<file path="src/rtl/gmm_cmac_acc.sv">
// Streaming complex multiply-accumulate: sums a[n]*b[n] (or a[n]*conj(b[n])) plus an
// optional seed over last-delimited vectors, with saturation, overflow and beat count.
module gmm_cmac_acc #(
  parameter int unsigned SIZEIN = 16,
  parameter int unsigned ACCW   = 40,
  parameter int unsigned CNTW   = 16
) (
  input  logic              clk,
  input  logic              rst,
  input  logic              ce,
  input  logic              s_valid,
  output logic              s_ready,
  input  logic              s_last,
  input  logic              conj_b,
  input  logic              c_en,
  input  logic [SIZEIN-1:0] ar,
  input  logic [SIZEIN-1:0] ai,
  input  logic [SIZEIN-1:0] br,
  input  logic [SIZEIN-1:0] bi,
  input  logic [ACCW-1:0]   cr,
  input  logic [ACCW-1:0]   ci,
  output logic              m_valid,
  input  logic              m_ready,
  output logic [ACCW-1:0]   m_r,
  output logic [ACCW-1:0]   m_i,
  output logic              m_ovf,
  output logic [CNTW-1:0]   m_count
);

  localparam int unsigned PW = 2 * SIZEIN + 1;
  localparam int unsigned SW = ACCW + 1;

  logic                     adv;
  logic                     first_q, first_d;
  logic                     s1_v_q, s1_v_d, s1_last_q, s1_last_d, s1_first_q, s1_first_d;
  logic                     s1_conj_q, s1_conj_d;
  logic signed [SIZEIN-1:0] s1_ar_q, s1_ar_d, s1_ai_q, s1_ai_d;
  logic signed [SIZEIN-1:0] s1_br_q, s1_br_d, s1_bi_q, s1_bi_d;
  logic signed [ACCW-1:0]   s1_sr_q, s1_sr_d, s1_si_q, s1_si_d;
  logic                     s2_v_q, s2_v_d, s2_last_q, s2_last_d, s2_first_q, s2_first_d;
  logic signed [PW-1:0]     s2_pr_q, s2_pr_d, s2_pi_q, s2_pi_d;
  logic signed [ACCW-1:0]   s2_sr_q, s2_sr_d, s2_si_q, s2_si_d;
  logic signed [ACCW-1:0]   acc_r_q, acc_r_d, acc_i_q, acc_i_d;
  logic                     ovf_q, ovf_d;
  logic [CNTW-1:0]          cnt_q, cnt_d;
  logic                     m_valid_q, m_valid_d, m_ovf_q, m_ovf_d;
  logic [ACCW-1:0]          m_r_q, m_r_d, m_i_q, m_i_d;
  logic [CNTW-1:0]          m_count_q, m_count_d;

  logic signed [PW-1:0]     ar_x, ai_x, br_x, bi_x, p_rr, p_ii, p_ri, p_ir;
  logic signed [ACCW-1:0]   base_r, base_i, sat_r, sat_i;
  logic signed [SW-1:0]     sum_r, sum_i;
  logic                     clip_r, clip_i, ovf_n;
  logic [CNTW-1:0]          cnt_n;

  assign adv     = ce & (~m_valid_q | m_ready);
  assign s_ready = adv;
  assign m_valid = m_valid_q;
  assign m_r     = m_r_q;
  assign m_i     = m_i_q;
  assign m_ovf   = m_ovf_q;
  assign m_count = m_count_q;

  // Partial products at full precision; the extra bit holds the add/sub carry.
  always_comb begin
    ar_x = PW'(s1_ar_q);
    ai_x = PW'(s1_ai_q);
    br_x = PW'(s1_br_q);
    bi_x = PW'(s1_bi_q);
    p_rr = ar_x * br_x;
    p_ii = ai_x * bi_x;
    p_ri = ar_x * bi_x;
    p_ir = ai_x * br_x;
  end

  // Accumulate at ACCW+1 bits, then clamp back to ACCW.
  always_comb begin
    base_r = s2_first_q ? s2_sr_q : acc_r_q;
    base_i = s2_first_q ? s2_si_q : acc_i_q;
    sum_r  = SW'(base_r) + SW'(s2_pr_q);
    sum_i  = SW'(base_i) + SW'(s2_pi_q);
    clip_r = sum_r[ACCW] ^ sum_r[ACCW-1];
    clip_i = sum_i[ACCW] ^ sum_i[ACCW-1];
    sat_r  = clip_r ? {sum_r[ACCW], {(ACCW-1){~sum_r[ACCW]}}} : sum_r[ACCW-1:0];
    sat_i  = clip_i ? {sum_i[ACCW], {(ACCW-1){~sum_i[ACCW]}}} : sum_i[ACCW-1:0];
    ovf_n  = (~s2_first_q & ovf_q) | clip_r | clip_i;
    cnt_n  = s2_first_q ? CNTW'(1) : ((&cnt_q) ? cnt_q : cnt_q + CNTW'(1));
  end

  always_comb begin
    first_d    = first_q;
    s1_v_d     = s1_v_q;     s1_last_d = s1_last_q; s1_first_d = s1_first_q;
    s1_conj_d  = s1_conj_q;
    s1_ar_d    = s1_ar_q;    s1_ai_d   = s1_ai_q;   s1_br_d    = s1_br_q;  s1_bi_d = s1_bi_q;
    s1_sr_d    = s1_sr_q;    s1_si_d   = s1_si_q;
    s2_v_d     = s2_v_q;     s2_last_d = s2_last_q; s2_first_d = s2_first_q;
    s2_pr_d    = s2_pr_q;    s2_pi_d   = s2_pi_q;   s2_sr_d    = s2_sr_q;  s2_si_d = s2_si_q;
    acc_r_d    = acc_r_q;    acc_i_d   = acc_i_q;   ovf_d      = ovf_q;    cnt_d   = cnt_q;
    m_valid_d  = m_valid_q;  m_r_d     = m_r_q;     m_i_d      = m_i_q;
    m_ovf_d    = m_ovf_q;    m_count_d = m_count_q;
    if (adv) begin
      s1_v_d = s_valid;
      if (s_valid) begin
        s1_last_d  = s_last;
        s1_first_d = first_q;
        s1_conj_d  = conj_b;
        s1_ar_d    = ar;
        s1_ai_d    = ai;
        s1_br_d    = br;
        s1_bi_d    = bi;
        s1_sr_d    = (c_en & first_q) ? cr : '0;
        s1_si_d    = (c_en & first_q) ? ci : '0;
        first_d    = s_last;
      end
      s2_v_d = s1_v_q;
      if (s1_v_q) begin
        s2_last_d  = s1_last_q;
        s2_first_d = s1_first_q;
        s2_pr_d    = s1_conj_q ? p_rr + p_ii : p_rr - p_ii;
        s2_pi_d    = s1_conj_q ? p_ir - p_ri : p_ri + p_ir;
        s2_sr_d    = s1_sr_q;
        s2_si_d    = s1_si_q;
      end
      m_valid_d = 1'b0;
      if (s2_v_q) begin
        acc_r_d = sat_r;
        acc_i_d = sat_i;
        ovf_d   = ovf_n;
        cnt_d   = cnt_n;
        if (s2_last_q) begin
          m_valid_d = 1'b1;
          m_r_d     = sat_r;
          m_i_d     = sat_i;
          m_ovf_d   = ovf_n;
          m_count_d = cnt_n;
        end
      end
    end
  end

  always_ff @(posedge clk or posedge rst) begin
    if (rst) begin
      first_q    <= 1'b1;
      s1_v_q     <= 1'b0; s1_last_q <= 1'b0; s1_first_q <= 1'b0; s1_conj_q <= 1'b0;
      s1_ar_q    <= '0;   s1_ai_q   <= '0;   s1_br_q    <= '0;   s1_bi_q   <= '0;
      s1_sr_q    <= '0;   s1_si_q   <= '0;
      s2_v_q     <= 1'b0; s2_last_q <= 1'b0; s2_first_q <= 1'b0;
      s2_pr_q    <= '0;   s2_pi_q   <= '0;   s2_sr_q    <= '0;   s2_si_q   <= '0;
      acc_r_q    <= '0;   acc_i_q   <= '0;   ovf_q      <= 1'b0; cnt_q     <= '0;
      m_valid_q  <= 1'b0; m_r_q     <= '0;   m_i_q      <= '0;
      m_ovf_q    <= 1'b0; m_count_q <= '0;
    end else begin
      first_q    <= first_d;
      s1_v_q     <= s1_v_d;  s1_last_q <= s1_last_d; s1_first_q <= s1_first_d;
      s1_conj_q  <= s1_conj_d;
      s1_ar_q    <= s1_ar_d; s1_ai_q   <= s1_ai_d;   s1_br_q    <= s1_br_d;  s1_bi_q <= s1_bi_d;
      s1_sr_q    <= s1_sr_d; s1_si_q   <= s1_si_d;
      s2_v_q     <= s2_v_d;  s2_last_q <= s2_last_d; s2_first_q <= s2_first_d;
      s2_pr_q    <= s2_pr_d; s2_pi_q   <= s2_pi_d;   s2_sr_q    <= s2_sr_d;  s2_si_q <= s2_si_d;
      acc_r_q    <= acc_r_d; acc_i_q   <= acc_i_d;   ovf_q      <= ovf_d;    cnt_q   <= cnt_d;
      m_valid_q  <= m_valid_d; m_r_q   <= m_r_d;     m_i_q      <= m_i_d;
      m_ovf_q    <= m_ovf_d; m_count_q <= m_count_d;
    end
  end

endmodule
</file>
<file path="config.mk">
export PLATFORM = sky130hd
export DESIGN_NAME = gmm_cmac_acc
export DESIGN_NICKNAME = d
export VERILOG_FILES = /design/src/rtl/gmm_cmac_acc.sv
export SDC_FILE = /design/constraint.sdc
export NUM_CORES = 2
export LEC_CHECK = 0
export ABC_AREA = 0
export BUFFER_PORTS_ARGS = -buffer_cell sky130_fd_sc_hd__buf_2
export CORE_MARGIN = 2
export CORE_UTILIZATION = 33
export DETAILED_ROUTE_END_ITERATION = 8
export GPL_ROUTABILITY_DRIVEN = 1
export GPL_TIMING_DRIVEN = 0
export RECOVER_POWER = 100
export SYNTH_ARGS = -nofsm -noshare
export SYNTH_HDL_FRONTEND = slang
export SYNTH_SLANG_ARGS = --single-unit
</file>
<file path="constraint.sdc">
create_clock -name clk -period 15.6 [get_ports clk]
set_clock_uncertainty 0.05 [all_clocks]
set_input_delay 0.78 -clock clk [delete_from_list [all_inputs] [get_ports clk]]
set_output_delay 0.78 -clock clk [all_outputs]
set_load 0.005 [all_outputs]
</file>
; Yosys cells after proc, flatten, opt, wreduce, memory -nomap -nowiden
; Cells that the tools add are included.
[totals]
ff_bits = 493
in_bits = 152
out_inout_bits = 99
word_cells = 67
[op_classes]
n_addsub = 7
mul = 4
mux = 12
bitwise = 12
n_reduce_logical = 5
[ops]
columns = cell, count
row1 = two-way mux 40 bit, 6
row2 = multiplier 16 x 16 -> 32 bit, 4
row3 = adder 40 x 33 -> 41 bit, 2
row4 = adder 32 x 32 -> 33 bit, 2
row5 = two-way mux 33 bit, 2
row6 = subtractor 32 x 32 -> 33 bit, 2
row7 = two-way mux 16 bit, 2
row8 = adder 16 x 1 -> 16 bit (second input constant), 1
row9 = AND reduction 16 bit, 1
row10 = AND reduction 2 bit, 3
row11 = NOT 1 bit, 4
row12 = bitwise AND 1 bit, 3
row13 = bitwise OR 1 bit, 3
row14 = AND reduction 3 bit, 1
row15 = two-way mux 1 bit, 2
row16 = XOR 1 bit, 2

; Depth between registers and ports, before layout
[depth]
word_depth = 5
depth_mapped = 40
mapped_depth_nobuf = 38

; Worst setup path after synthesis
; No wires, ideal clock.
[synth_path]
kind = register to register
start = reg s1_ai_q[15]
end = reg s2_pr_q[32]
setup_time_ps = 131
arrival_ps = 8560
required_time_ps = 15419
path_slack_ps = 6859
stages_incl_launch_ff = 37
path_buffers = 2
period_less_slack_ps = 8741
path_cell_list = dfrtp_1 > clkbuf_1 > nand2_1 > inv_1 > fa_1 > inv_1 > fa_1 > inv_1 > fa_1 > fa_1 > fa_1 > inv_1 > fa_1 > inv_1 > ha_1 > clkbuf_1 > o21a_1 > o21ai_0 > a21oi_1 > a221o_1 > a31oi_4 > xnor2_1 > nor4_4 > or2b_1 > nor3_1 > a21oi_1 > xnor2_1 > ha_1 > inv_1 > nor3_1 > a211oi_1 > o41ai_1 > nand3b_1 > nand3_1 > a211oi_2 > xnor2_1 > o21ai_1
[synth_via]
elab_chain_len = 3
word_cells_on_any_way = 4
classes_between = add/sub (2) / mul (1) / mux (1)
[synth_lines]
columns = element, line
row1 = "start, declared", 37  ; logic signed [SIZEIN-1:0] s1_ar_q, s1_ar_d, s1_ai_q, s1_ai_d;
row2 = "start signal, assigned", 156  ; s1_ar_q <= s1_ar_d; s1_ai_q <= s1_ai_d; s1_br_q <= s1_br_d; s1_bi_q <= s1_bi_d;
row3 = multiplier 16 x 16 -> 32 bit (*), 71  ; p_ii = ai_x * bi_x;
row4 = subtractor 32 x 32 -> 33 bit / adder 32 x 32 -> 33 bit (equally long branches), 119  ; s2_pr_d = s1_conj_q ? p_rr + p_ii : p_rr - p_ii;
row5 = two-way mux 33 bit (*), 119
row6 = "end signal, assigned", 159  ; s2_pr_q <= s2_pr_d; s2_pi_q <= s2_pi_d; s2_sr_q <= s2_sr_d; s2_si_q <= s2_si_d;
row7 = "end, declared", 41  ; logic signed [PW-1:0] s2_pr_q, s2_pr_d, s2_pi_q, s2_pi_d;
; Mark *: on every way between the ends. The rest lies on a longest branch, timed or not.
; A chain may end at the register's enable or synchronous reset.

; Worst setup path in the final report
[layout_path]
start = reg s1_ai_q[10]
end = reg s2_pr_q[32]
; Same word-level chain as after synthesis.

==> run metrics <==
fmax=0.0814 GHz; row count=about 170; syn avg cell area=8.99 µm²; Max Cap Viol=5; gpl congestion=~0.97; Ys Warns=0; later-pin clock latency in the skew report=around 0.70 ns; Slew Viols, Final=274; global-route total usage across every layer=22.7%; Worst Reg-to-Reg Cells=31; Bufs on Longest Clock Path=3; Worst Setup Path Type=reg2reg; DR vias=around 54000; CTS tree=yes; Die Span Y=about 460 µm; setup violators final=0; Post-CTS Setup Bufs=0; Slew HR=-296%; Die W=458 µm; first-pass GRT wire length=356000 µm; Final period util=just under 80%; number of global-route vias before repair=around 55000; # DRC=0; sequential area share after synthesis=between 10% and 20%; Synth Area in Compound Gates=about a tenth; Synth Area in Simple Gates=about 17%; critical path depth=31; DP Worst Slack=between 4 and 5 ns; RSZ-0062 raised after global routing=false; Initial DRC Count=around 4600; layout cells sized above 1=about 6.7%; ranking of synthesized cells by area=fa_1 (31%), dfrtp_1 (18%), ha_1 (8.8%), nand2_1 (7.1%), inv_1 (6.7%); area grow syn2layout=9.42%; H-tree lvl count=2; number of enable flip-flop cells after synthesis=0; Syn Nets=about 9000; post-synthesis xor/xnor area fraction=about 4.2%; DR WL/cell=~22 µm; CP arrival=12.76 ns; number of port buffers=250; total grt overflow=0; multiplexer share of the synthesized area=between 3 and 4%; Yosys top cell area share=between 30% and 40%; Critical Path Slowest Stage Cell=clkbuf_1; PnR worst setup slack=around 3.3 ns; Core Util, Final=a little over a third; root buffer cell=clkbuf_16; sequential cell area=about 12000 µm²; largest family of logic cells by synthesized area=adder cells; crit end category=flip-flop; # nets final=around 9600; Clock Sinks=493; failing checks=max-capacitance violations, max-slew violations; CP delay by family, top=adder cells; Fin. Hold Viols=0; Post-Syn Area=between 60000 and 70000 µm²; status=finished with violations; io pins=~250; Synth Flop Type=dfrtp_1; flops & latches, synth=just under 500; initial antenna violation count=23; slew at the pin closest to its max-slew limit=roughly 5.9 ns; fillcell total=between 20000 and 25000; Synth Area in Adders=between 40% and 50%; DP HPWL=slightly below 200000 µm; largest net degree at the start of global routing=126; largest stage delay on the critical path=roughly 1.1 ns; Period minus WS final=12.29 ns; critical path's most frequent cell=fa_1; cts hold-fix bufs=0; TritonRoute pass-1 iters=6; CTS Buf Count=between 50 and 60; leading area contributor after synthesis=fa_1; footprint of the multi-input gates=between 40000 and 50000 µm²; CP bufs+invs=2; CP required=between 15 and 20 ns; post_cts resized=0; total wire length=roughly 240000 µm; total die area=roughly 210000 µm²; Starting Density=~33%; Netlist cell types=roughly 120; Synth async-reset ratio=between 90% and 100%; Worst setup SP type=flip-flop; Post-Synthesis Cells=7565; Hold Path Depth=2; register clock-pin slew on the reported worst setup and hold paths=roughly 0.06 ns; Via density=approximately 5.1; Core Box Area=205000 µm²; CP max FO=10; post-route ant nets=0; Hold WC Path Type=in2reg
## flip-flops by register name (all words and copies together), names as in the netlist, 16 cells and up
name and cells:
acc_i_q 40, acc_r_q 40, cnt_q 16, m_count 16, m_i 40, m_r 40, s1_ai_q 16, s1_ar_q 16
s1_bi_q 16, s1_br_q 16, s1_si_q 40, s1_sr_q 40, s2_pi_q 33, s2_pr_q 33, s2_si_q 40, s2_sr_q 40
## synth_stat cells (all sizes together), types with 7 or more instances
cell     number
dfrtp       492
ha          477
a21oi       251
a2111oi       7
nor2        302
nor3         61
nand2      1293
xor2        112
a211oi       24
clkbuf      318
a31oi        39
buf          28
nand4        29
or2          11
and2        469
xnor2       213
a22o         10
a21boi       13
o21ai       348
nand2b       82
o211ai       17
or3          18
inv        1221
o21bai       21
a211o         8
nor2b        33
nand3        58
and3         25
nor3b        13
o21a         45
o31ai        24
fa         1052
maj3         23
mux2        176
a21o        129
## cell type report
type | count | share of cell area, %
antenna | 7 | 0.0235
buffer | 346 | 1.75
clock buffer | 74 | 2.12
clock inverter | 28 | 0.353
inverter | 1221 | 6.16
multi-input combinational | 5505 | 66.8
sequential | 493 | 16.6
tap | 2688 | 4.52
timing repair buffer | 256 | 1.69
## worst register-to-register path: cells and delay by family, from the launching register on
family / cells / cell delay, ns
AO/OA/AOI/OAI: 7 / 2.66
XOR/XNOR: 2 / 0.50
adder cells (fa/ha/maj): 8 / 3.89
buffers and inverters: 2 / 1.11
flip-flops: 1 / 0.62
AND/OR/NAND/NOR: 12 / 3.30
## stage by stage
stage / instance area, µm² / hold WS [ns] / TNS, ns / instances
6_report: 74500 / 0.257 / 0 / 10600
5_1_grt: 74400 / 0.228 / 0 / 10600
4_1_cts: 74700 / 0.0180 / 0 / 10600
3_5_place_dp: 72800 / 0.404 / 0 / 10500
3_3_place_gp: 72700 / 0.401 / -2399.74 / 10500
2_1_floorplan: 68000 / 0.389 / 0 / 7565
## placed cells by master (no fill, tap or decap), types with 16 or more instances in the layout
| master | count |
|---|---|
| nand2_1 | 1293 |
| inv_1 | 1220 |
| fa_1 | 1052 |
| dfrtp_1 | 492 |
| ha_1 | 477 |
| and2_1 | 455 |
| clkbuf_1 | 394 |
| o21ai_0 | 344 |
| nor2_1 | 302 |
| a21oi_1 | 249 |
| xnor2_1 | 212 |
| buf_2 | 200 |
| mux2_2 | 176 |
| a21o_1 | 129 |
| xor2_1 | 111 |
| nand2b_1 | 82 |
| nor3_1 | 58 |
| nand3_1 | 57 |
| clkbuf_16 | 55 |
| o21a_1 | 44 |
| a31oi_1 | 38 |
| nor2b_1 | 32 |
| nand4_1 | 28 |
| and3_1 | 24 |
| o31ai_1 | 23 |
| a211oi_1 | 23 |
| maj3_1 | 23 |
| o21bai_1 | 21 |
| or3_1 | 17 |
| o211ai_1 | 16 |
## final timing paths
kind / from / endpoint / slack (ns)
worst max register to register: s1_ai_q[10] / s2_pr_q[32] / 3.31
max in group asynchronous: rst / s1_ai_q[1] / 4.28
min in group asynchronous: rst / m_r[24] / 0.68
worst min register to register: s1_sr_q[22] / s2_sr_q[22] / 0.38
worst min-delay path: bi[8] / s1_bi_q[8] / 0.26
worst max-delay path: s1_ai_q[10] / s2_pr_q[32] / 3.31
## cells by family (layout without fill, tap and decap cells)
group	after synthesis	after routing
AND/OR/NAND/NOR	2431	2431
buffers and inverters	1567	1925
adder cells (fa/ha/maj)	1552	1552
AO/OA/AOI/OAI	1015	1015
flip-flops	493	493
XOR/XNOR	325	325
multiplexers	182	182
other	0	7
## routing by layer
metal	vias to the layer above	part of all wire, %	global-route usage, %	routed length [µm]
met2	2139	44	35.0	104000
li1	24300	-	-	-
met1	27600	43	31.2	101000
met4	8	4.3	8.11	10200
met5	-	0.021	0	49
met3	359	9.3	4.88	22100
Power is left out: the tool's default activity adds up to more than one toggle a clock period on the data nets, which glitch-free logic cannot reach.
